**src/rtl/edge_pkg.sv**
```systemverilog
// Shared types and helpers for the multi-channel synchroniser / debouncer / edge detector.
package edge_pkg;

    typedef enum logic [1:0] {
        EDGE_RISE = 2'b00,
        EDGE_FALL = 2'b01,
        EDGE_BOTH = 2'b10,
        EDGE_OFF  = 2'b11
    } edge_mode_e;

    localparam int SYNC_MIN = 2;

    // A debounce length of 0 behaves exactly like 1 (change accepted on first differing cycle).
    function automatic int db_eff(input int db);
        return (db < 1) ? 1 : db;
    endfunction

    function automatic logic edge_qualify(input edge_mode_e mode, input logic prev, input logic cur);
        logic w_hit;
        w_hit = 1'b0;
        case (mode)
            EDGE_RISE: w_hit = ~prev & cur;
            EDGE_FALL: w_hit = prev & ~cur;
            EDGE_BOTH: w_hit = prev ^ cur;
            EDGE_OFF:  w_hit = 1'b0;
            default:   w_hit = 1'b0;
        endcase
        return w_hit;
    endfunction

endpackage

```
**src/rtl/edge_chan.sv**
```systemverilog
// One input channel: sync chain, debounce counter, registered edge qualifier and sticky event flag.
module edge_chan
    import edge_pkg::*;
#(
    parameter int   SYNC_STAGES = 2,
    parameter int   DB_CYCLES   = 0,
    parameter logic IDLE_LEVEL  = 1'b1
) (
    input  logic       clk,
    input  logic       rst_n,
    input  logic       sig_in,
    input  edge_mode_e mode,
    input  logic       evt_clr,
    output logic       sig_clean,
    output logic       sig_edge,
    output logic       evt_flag
);

    localparam int                DB_EFF   = db_eff(DB_CYCLES);
    localparam int                CNT_W    = $clog2(DB_EFF + 1);
    localparam logic [CNT_W-1:0]  CNT_LAST = CNT_W'(DB_EFF - 1);

    logic [SYNC_STAGES-1:0] r_sync;
    logic [CNT_W-1:0]       r_cnt;
    logic                   r_clean;
    logic                   r_clean_d;
    logic                   r_edge;
    logic                   r_flag;
    logic                   w_sync_q;
    logic                   w_edge_next;

    assign w_sync_q = r_sync[SYNC_STAGES-1];

    always_ff @(posedge clk or negedge rst_n) begin
        if (!rst_n) begin
            r_sync <= {SYNC_STAGES{IDLE_LEVEL}};
        end else begin
            r_sync <= {r_sync[SYNC_STAGES-2:0], sig_in};
        end
    end

    // Any return to the clean level restarts the count; the counter stops at CNT_LAST so it never wraps.
    always_ff @(posedge clk or negedge rst_n) begin
        if (!rst_n) begin
            r_clean <= IDLE_LEVEL;
            r_cnt   <= '0;
        end else if (w_sync_q == r_clean) begin
            r_cnt   <= '0;
        end else if (r_cnt == CNT_LAST) begin
            r_clean <= w_sync_q;
            r_cnt   <= '0;
        end else begin
            r_cnt   <= r_cnt + CNT_W'(1);
        end
    end

    assign w_edge_next = edge_qualify(mode, r_clean_d, r_clean);

    always_ff @(posedge clk or negedge rst_n) begin
        if (!rst_n) begin
            r_clean_d <= IDLE_LEVEL;
            r_edge    <= 1'b0;
            r_flag    <= 1'b0;
        end else begin
            r_clean_d <= r_clean;
            r_edge    <= w_edge_next;
            r_flag    <= (r_flag & ~evt_clr) | w_edge_next;
        end
    end

    assign sig_clean = r_clean;
    assign sig_edge  = r_edge;
    assign evt_flag  = r_flag;

endmodule

```
**src/rtl/multi_edge_detect.sv**
```systemverilog
// Multi-channel input conditioner: replicates edge_chan per channel with a shared edge mode.
module multi_edge_detect
    import edge_pkg::*;
#(
    parameter int   CH          = 4,
    parameter int   SYNC_STAGES = 2,
    parameter int   DB_CYCLES   = 0,
    parameter logic IDLE_LEVEL  = 1'b1
) (
    input  logic          clk,
    input  logic          rst_n,
    input  logic [CH-1:0] sig_in,
    input  edge_mode_e    mode,
    input  logic [CH-1:0] evt_clr,
    output logic [CH-1:0] sig_clean,
    output logic [CH-1:0] sig_edge,
    output logic [CH-1:0] evt_flag
);

    if (SYNC_STAGES < SYNC_MIN) begin : g_bad_sync
        $error("multi_edge_detect: SYNC_STAGES must be >= %0d", SYNC_MIN);
    end
    if (CH < 1) begin : g_bad_ch
        $error("multi_edge_detect: CH must be >= 1");
    end

    for (genvar i = 0; i < CH; i++) begin : g_chan
        edge_chan #(
            .SYNC_STAGES (SYNC_STAGES),
            .DB_CYCLES   (DB_CYCLES),
            .IDLE_LEVEL  (IDLE_LEVEL)
        ) u_chan (
            .clk       (clk),
            .rst_n     (rst_n),
            .sig_in    (sig_in[i]),
            .mode      (mode),
            .evt_clr   (evt_clr[i]),
            .sig_clean (sig_clean[i]),
            .sig_edge  (sig_edge[i]),
            .evt_flag  (evt_flag[i])
        );
    end

endmodule
```
**config.mk**
```make
export PLATFORM = sky130hd
export DESIGN_NAME = multi_edge_detect
export DESIGN_NICKNAME = d
export VERILOG_FILES = /design/src/rtl/edge_pkg.sv /design/src/rtl/edge_chan.sv /design/src/rtl/multi_edge_detect.sv
export SDC_FILE = /design/constraint.sdc
export NUM_CORES = 1
export LEC_CHECK = 0
export CORE_MARGIN = 2
export CORE_UTILIZATION = 48
export DETAILED_ROUTE_END_ITERATION = 6
export GPL_TIMING_DRIVEN = 1
export HOLD_SLACK_MARGIN = 0.12
export MAX_ROUTING_LAYER = met4
export PLACE_DENSITY = 0.79
export SYNTH_ARGS = -nofsm -noshare
export SYNTH_HDL_FRONTEND = slang
export SYNTH_SLANG_ARGS = --single-unit
```
**constraint.sdc**
```tcl
create_clock -name clk -period 1.87 [get_ports clk]
set_clock_uncertainty 0.2 [all_clocks]
set_input_delay 0.187 -clock clk [delete_from_list [all_inputs] [get_ports clk]]
set_output_delay 0.187 -clock clk [all_outputs]
set_load 0.02 [all_outputs]
```
# Word-level counts from Yosys, hierarchy flattened
# Cells that the tools add are included.
dict set report totals {
  mem_count 0
  latch_bits 0
  mem_bits_ro 0
  regBits 28
  input_bits 12
  ramBits 0
}
dict set report op_classes {
  n_eq_ne 7
  n_addsub 4
  shift 0
  n_reduce_logical 5
  n_mux 12
  bitwise 40
  magnitude_cmp 0
  n_div 0
  n_mul 0
}
# cell count
set ops {}
lappend ops {{1-bit inverter} 20}
lappend ops {{1-bit case mux with 4 select lines} 4}
lappend ops {{1-bit bitwise AND} 12}
lappend ops {{1-bit 2-to-1 mux} 8}
lappend ops {{2-bit AND reduction} 4}
lappend ops {{1-bit adder, second input constant} 4}
lappend ops {{1-bit equality test} 4}
lappend ops {{2-bit equality test, second input constant} 2}
lappend ops {{1-bit OR} 4}
lappend ops {{1-bit XOR} 4}
lappend ops {{2-bit by 1-bit equality test with 1-bit output, second input constant} 1}
lappend ops {{2-bit logical NOT} 1}

# Logic depth before layout (Yosys ltp)
# Gate-level depths: netlist (run 1).
dict set report logic_depth {
  word_depth 4
  depth_mapped 5
  mapped_depth_nobuf 5
}

# By module
# A second synthesis (run 1) with hierarchy kept.
dict set report hier_totals {
  cells_unflattened 64
  area_unflattened_um2 910.9
}
# mod instances area_each_um2 cells_per_inst
set modules_own_cells {}
lappend modules_own_cells {edge_chan 4 227.7 16}

# Worst setup path before layout (run 1)
# Ideal clock, no wire load.
dict set report synth_timing {
  path_kind {register to register}
  from {register g_chan[0].u_chan.r_clean_d}
  to {register g_chan[0].u_chan.r_flag}
  t_arrival_ns 1.284
  path_stages_with_launch 6
  synth_period_minus_slack_ns 1.550
  n_path_buf 0
  path_slack_ns 0.320
  path_cell_list {dfstp_2 -> inv_1 -> ha_1 -> or2b_1 -> a21oi_1 -> a221o_1}
}
dict set report synth_via {
  elab_chain_len 4
  elab_cells_between_ends 6
  classes_between {mux (1); bitwise (5)}
}
# element line
set synth_rtl {}
lappend synth_rtl {{start, declared} edge_chan.sv:26} ;# logic r_clean_d;
lappend synth_rtl {{start signal, assigned} edge_chan.sv:65} ;# r_clean_d <= r_clean;
lappend synth_rtl {{1-bit inverter} edge_pkg.sv:22} ;# EDGE_RISE: w_hit = ~prev & cur;
lappend synth_rtl {{1-bit bitwise AND} edge_pkg.sv:22}
lappend synth_rtl {{1-bit case mux with 4 select lines *} edge_pkg.sv:21} ;# case (mode)
lappend synth_rtl {{1-bit OR *} edge_chan.sv:67} ;# r_flag <= (r_flag & ~evt_clr) | w_edge_next;
lappend synth_rtl {{end signal, assigned} edge_chan.sv:67}
lappend synth_rtl {{end, declared} edge_chan.sv:28} ;# logic r_flag;
# Mark *: on every way between the ends. The rest lies on a longest branch, timed or not.
# A chain may end at the register's enable or synchronous reset.

# Worst setup path after layout (run 1)
dict set report layout_timing {
  from {register g_chan[3].u_chan.r_flag}
  to {output evt_flag[3]}
}
# element line
set layout_rtl {}
lappend layout_rtl {{start, declared} edge_chan.sv:28}
lappend layout_rtl {{start signal, assigned} edge_chan.sv:67}
lappend layout_rtl {{end, declared} multi_edge_detect.sv:17} ;# output logic [CH-1:0] evt_flag
# No word-level cell between the ends.

==> impl_metrics.toml, run 1 <==
[route]
wl_per_cell_um = 10.0
first_pass_iters = 4
drc = 0
viasPerCell = 4.50
vias = 562
antenna_left = 0
dr.first_iter.drc_count = 10
drt_wl_total_mm = 1.26

[clocking]
cts_tree = "built"
clock-sinks = 24
clock_latency_ns = 0.30
cts.htree.levels = 1
clk_transition_reported_paths_ns = 0.12
clockRootBuffer = "clkbuf_4"
cts_buffers = 3
clock_path_buffers = 2

[final_layout]
fin_util = 0.633
final_cell_mix = "clkdlybuf4s50_1 (19), dfstp_2 (16), inv_1 (12)"
layout_commonest_cell = "clkdlybuf4s50_1"
area_delta_synth_final_pct = 22.2
antennaDiodeCount = 0
drive_gt1_frac = 0.214
nets = 119

[global_route]
grt_max_degree = 25
grt_pass1_vias = 500
grtUsageTotal = 0.115
grt_pass1_wl_mm = 2.13
grt_antenna_before_repair = 0
overflow = 0

[job]
max_cap_viol_count = 0

[floorplanning]
core_um2 = 2000
die_area_um2 = 2550
num_io_pins = 24
die-width_um = 50.5
start_util = 0.518
die_y_um = 50.5
fp-row-count = 16

[setup_path]
start_kind = "register"
crit_arrival_ns = 1.30
crit_required_ns = 1.48
worstPathMaxFanout = 2
worst-path-buf-inv = 1
endpoint_kind = "output port"
crit_slowest_cell = "clkdlybuf4s50_1"
crit_chain = "clkdlybuf4s50_1"
path_class = "register to output port"
critPathMaxStageDelay_ns = 0.62
cp_top_family = "buffers and inverters"

[yosys]
syn_area_per_cell_um2 = 12.6
ys_ff_latch = 24
syn-num-nets = 102
yosys.area.top_type_share = 0.405
syn-instance-count = 82
ys_seq_area_frac = 0.598
yosys_warnings = 0
yosysUniqueCellTypes = 14
netlist_area_um2 = 1040
synthTopCellsByArea = "dfstp_2 (41%), dfrtp_1 (19%), ha_1 (9.7%), buf_4 (8.7%), inv_1 (4.3%)"
synth_top_area_cell = "dfstp_2"

[power_and_ir_drop]
power_uw = 971
p_leak_nw = 0.617
pwr_density_cell_nw_per_um2 = 766
ir_worst_vdd_uv = 686

[sta]
max-slew-margin-rel = 0.686
rsz0062_at_grt = "no"
hold_violations = 0
worstMarginPinSlew_ns = 0.470
post-route-period-util = 0.902
fin_crit_ns = 1.69
setup_viol_count_final = 0
maxSlewViolCount = 0
fmax_mhz = 593
fin_tns_setup_ns = 0

[placement]
dp_hpwl_um = 959
gp_congestion = 0.775
place.port_buffers = 23

[outcome]
status = "completed"

[hold_path]
worstHoldPathType = "register to register"
cells by family (layout without fill, tap and decap cells):
group                    count (synthesis)  in the layout  synth area share
AO/OA/AOI/OAI                           12             12            0.0905
adder cells (fa/ha/maj)                  8              8            0.0965
buffers and inverters                   29             45             0.156
flip-flops                              24             24             0.598
AND/OR/NAND/NOR                          9              9            0.0591
power breakdown:
| group | switching, mW | internal, mW |
|---|---|---|
| combinational | 0.0755 | 0.0918 |
| clock | 0.134 | 0.0828 |
| sequential | 0.0171 | 0.569 |
| total | 0.227 | 0.744 |
per-layer routing:
layer / vias up / wire length [µm] / GRT usage / part of all wire
li1: 272 / - / - / -
met1: 272 / 516 / 0.121 / 0.41
met2: 16 / 659 / 0.211 / 0.52
met3: 2 / 66 / 0.0268 / 0.053
met4: 0 / 13 / 0.0405 / 0.010
met5: - / 0 / - / 0
cells in the mapped netlist:
cell and instances:
ha_1 8, nand2b_1 4, a21oi_1 3, buf_6 1, inv_1 12, dfstp_2 16
buf_4 12, clkbuf_1 4, or2b_1 4, nor2b_1 1, a21o_1 4, a221o_1 4
dfrtp_1 8, a21oi_2 1
repair_timing:
action / in CTS / in global routing
hold buffers: 5 / 0
endpoints found under the setup margin: 3 / 1
buffers inserted: 0 / 0
endpoints found under the hold margin: 12 / 0
resized for setup: 3 / 1
flip-flops by register name (all words and copies together) (netlist names):
register                 count
g_chan.u_chan.r_sync         8
g_chan.u_chan.evt_flag       4
g_chan.u_chan.r_clean_d      4
g_chan.u_chan.sig_clean      4
g_chan.u_chan.sig_edge       4
final timing paths:
path | start | endpoint | slack (ns) | cells after the start
max reg2reg | g_chan[3].u_chan.r_clean_d | g_chan[3].u_chan.evt_flag | 0.21 | 5
min | g_chan[2].u_chan.r_sync[1] | g_chan[2].u_chan.sig_clean | 0.16 | 0
min reg2reg | g_chan[2].u_chan.r_sync[1] | g_chan[2].u_chan.sig_clean | 0.16 | 0
min in group asynchronous | rst_n | g_chan[0].u_chan.sig_edge | 0.57 | 3
max in group asynchronous | rst_n | g_chan[3].u_chan.sig_clean | 0.62 | 3
max | g_chan[3].u_chan.evt_flag | evt_flag[3] | 0.18 | 1
cell type report:
| type | instances | area [µm²] |
|---|---|---|
| repair buffers | 29 | 287 |
| inverters | 12 | 45.0 |
| multi-input cells | 29 | 255 |
| fillers | 161 | 734 |
| flip-flops and latches | 24 | 621 |
| well taps | 27 | 33.8 |
| clock buffers | 4 | 26.3 |
stage by stage:
stage,instances,setup slack [ns],cell area [µm²],hold slack [ns]
after floorplan,82,0.320,1040,-0.309
after global placement,116,0.226,1190,0.146
after detailed placement,116,0.159,1190,0.147
after CTS,125,0.00389,1260,0.165
after global routing,125,0.124,1270,0.168
final,125,0.184,1270,0.163
Power figures use the tool's default switching activity.
==> inputs of run 2 (changes only) <==
--- a/config.mk
+++ b/config.mk
@@ -5,13 +5,14 @@
 export SDC_FILE = /design/constraint.sdc
 export NUM_CORES = 1
 export LEC_CHECK = 0
+export ABC_AREA = 1
 export CORE_MARGIN = 2
-export CORE_UTILIZATION = 48
+export CORE_UTILIZATION = 47
 export DETAILED_ROUTE_END_ITERATION = 6
 export GPL_TIMING_DRIVEN = 1
 export HOLD_SLACK_MARGIN = 0.12
 export MAX_ROUTING_LAYER = met4
-export PLACE_DENSITY = 0.79
+export PLACE_DENSITY = 0.78
 export SYNTH_ARGS = -nofsm -noshare
 export SYNTH_HDL_FRONTEND = slang
 export SYNTH_SLANG_ARGS = --single-unit
==> run 2 against run 1 <==
Effect of this change: setup slack better by 0.036 ns; combinational power is 2% lower; via count is 4.8% higher; global-route usage is 1.6 points higher; first-iteration DRC count is 40% lower; die area is 0.77% lower; critical path depth stayed put; routed wire length is 15% higher; critical endpoint unchanged; area after synthesis is 2.9% lower; cell area is 0.99% lower.
==> impl_metrics.toml, run 2 <==
[clocking]
clk_transition_reported_paths_ns = 0.12
cts.htree.levels = 1
clock-sinks = 24
cts_tree = "built"
clock_path_buffers = 2
post_cts_buffers = 0
clock_latency_ns = 0.30
cts_buffers = 3
clockRootBuffer = "clkbuf_4"

[yosys]
yosysUniqueCellTypes = 11
synthTopCellsByArea = "dfstp_2 (42%), dfrtp_1 (20%), ha_1 (9.9%), buf_4 (8.9%), inv_1 (5.2%)"
yosys.area.top_type_share = 0.417
syn-instance-count = 87
yosys_warnings = 0
synth-main-ff-cell = "dfstp_2"
synth_edf_count = 0
ys_top_cells_by_count = "dfstp_2 (16), inv_1 (14), buf_4 (12)"
ys_seq_area_frac = 0.616
ys_ff_latch = 24
syn_area_per_cell_um2 = 11.6
syn-num-nets = 107
synth_top_area_cell = "dfstp_2"
synth.most_common_cell = "dfstp_2"
ys_async_sr_fraction = 1.00
netlist_area_um2 = 1010

[final_layout]
area_delta_synth_final_pct = 24.6
layout_commonest_cell = "clkdlybuf4s50_1"
antennaDiodeCount = 0
final_cell_mix = "clkdlybuf4s50_1 (19), dfstp_2 (16), inv_1 (14)"
drive_gt1_frac = 0.202
instances_no_fill = 131
largest_reg_flops = 8
nets = 125
final_area_um2 = 1250
regMostFlops = "g_chan.u_chan.r_sync"

[route]
first_pass_iters = 4
antenna_left = 0
wl_per_cell_um = 11.0
drt_wl_total_mm = 1.44
drc = 0
viasPerCell = 4.50
dr.first_iter.drc_count = 6
vias = 589

[setup_path]
start_kind = "register"
cp-startpoint = "g_chan[3].u_chan.evt_flag"
crit_arrival_ns = 1.26
crit_slowest_cell = "clkdlybuf4s50_1"
path_class = "register to output port"
crit_chain = "clkdlybuf4s50_1"
critPathMaxStageDelay_ns = 0.60
endpoint_kind = "output port"
worstReg2RegStart = "g_chan[2].u_chan.r_clean_d"
cp_top_family = "buffers and inverters"
crit_required_ns = 1.48
worstPathMaxFanout = 2
worst-path-buf-inv = 1

[floorplanning]
core_um2 = 1980
die_y_um = 50.3
start_util = 0.508
die-width_um = 50.3
num_io_pins = 24
die_area_um2 = 2530
fp-row-count = 16

[global_route]
grt_max_degree = 25
use_met3 = 0.0238
grt_use_met1 = 0.133
busiest_layer = "met2"
grtUsageTotal = 0.131
grt_antenna_before_repair = 0
grt_pass1_vias = 580
grt_pass1_wl_mm = 2.35
gr-usage-met2 = 0.239
overflow = 0

[power_and_ir_drop]
pwr_density_cell_nw_per_um2 = 802
power_mw = 1.01
ir_worst_vdd_uv = 568
p_leak_nw = 0.605

[placement]
dp_hpwl_mm = 1.08
place_area_um2 = 1170
place.port_buffers = 23
place_inst = 122
gp_congestion = 0.829

[sta]
fin_crit_ns = 1.65
fmax_mhz = 606
max-slew-margin-rel = 0.816
fin_tns_setup_ns = 0
post-route-period-util = 0.883
maxSlewViolCount = 0
setup_viol_count_final = 0
hold-worst-slack_ns = 0.164
hold_violations = 0
worstMarginPinSlew_ns = 0.277
rsz0062_at_grt = "no"

[outcome]
status = "completed"

[hold_path]
worstHoldPathType = "register to register"
holdCritStartpoint = "g_chan[1].u_chan.r_sync[0]"

[job]
max_cap_viol_count = 0
[run 2: cell type report]
type                       instances  area [µm²]
clock buffer                       4        36.3
fill                             172         727
inverter                          14        52.6
multi-input combinational         33         229
sequential                        24         621
tap                               27        33.8
timing repair buffer              29         283
[run 2: report_power, final]
| group | switching [mW] | leakage (nW) | internal [mW] |
|---|---|---|---|
| Combinational | 0.0781 | 0.315 | 0.0845 |
| Sequential | 0.0170 | 0.269 | 0.570 |
| Clock | 0.139 | 0.0210 | 0.119 |
[run 2: what timing repair did]
| item | 4_1_cts | 5_1_grt |
|---|---|---|
| endpoints found under the setup margin | 4 | 0 |
| hold buffers | 5 | 0 |
| hold endpoints to repair | 12 | 0 |
| gates resized for setup | 4 | 0 |
[run 2: logic make-up (layout without fill, tap and decap cells)]
group | after synthesis | in the layout | synth area share
DFF | 24 | 24 | 0.616
and+or+nand+nor | 25 | 25 | 0.128
adders and majority gates | 8 | 8 | 0.0994
buffers and inverters | 30 | 47 | 0.157
[run 2: metal layers]
layer	wire length [µm]	part of all wire
met5	0	0
met4	6	0.0042
met3	96	0.067
met2	774	0.54
met1	563	0.39
[run 2: final timing paths]
check	cells past startpoint	endpoint	slack, ns
setup / recovery	1	evt_flag[3]	0.22
hold / removal	0	g_chan[1].u_chan.r_sync[1]	0.16
setup reg to reg	4	g_chan[2].u_chan.sig_edge	0.48
hold reg to reg	0	g_chan[1].u_chan.r_sync[1]	0.16
max in group asynchronous	3	g_chan[1].u_chan.r_sync[0]	0.65
min in group asynchronous	3	g_chan[2].u_chan.sig_edge	0.55
[run 2: metrics by stage]
step | utilization | worst slack (ns)
2_1_floorplan | - | 0.567
3_3_place_gp | 0.592 | 0.350
3_5_place_dp | 0.592 | 0.331
4_1_cts | 0.633 | 0.197
5_1_grt | 0.633 | 0.151
6_report | 0.633 | 0.219
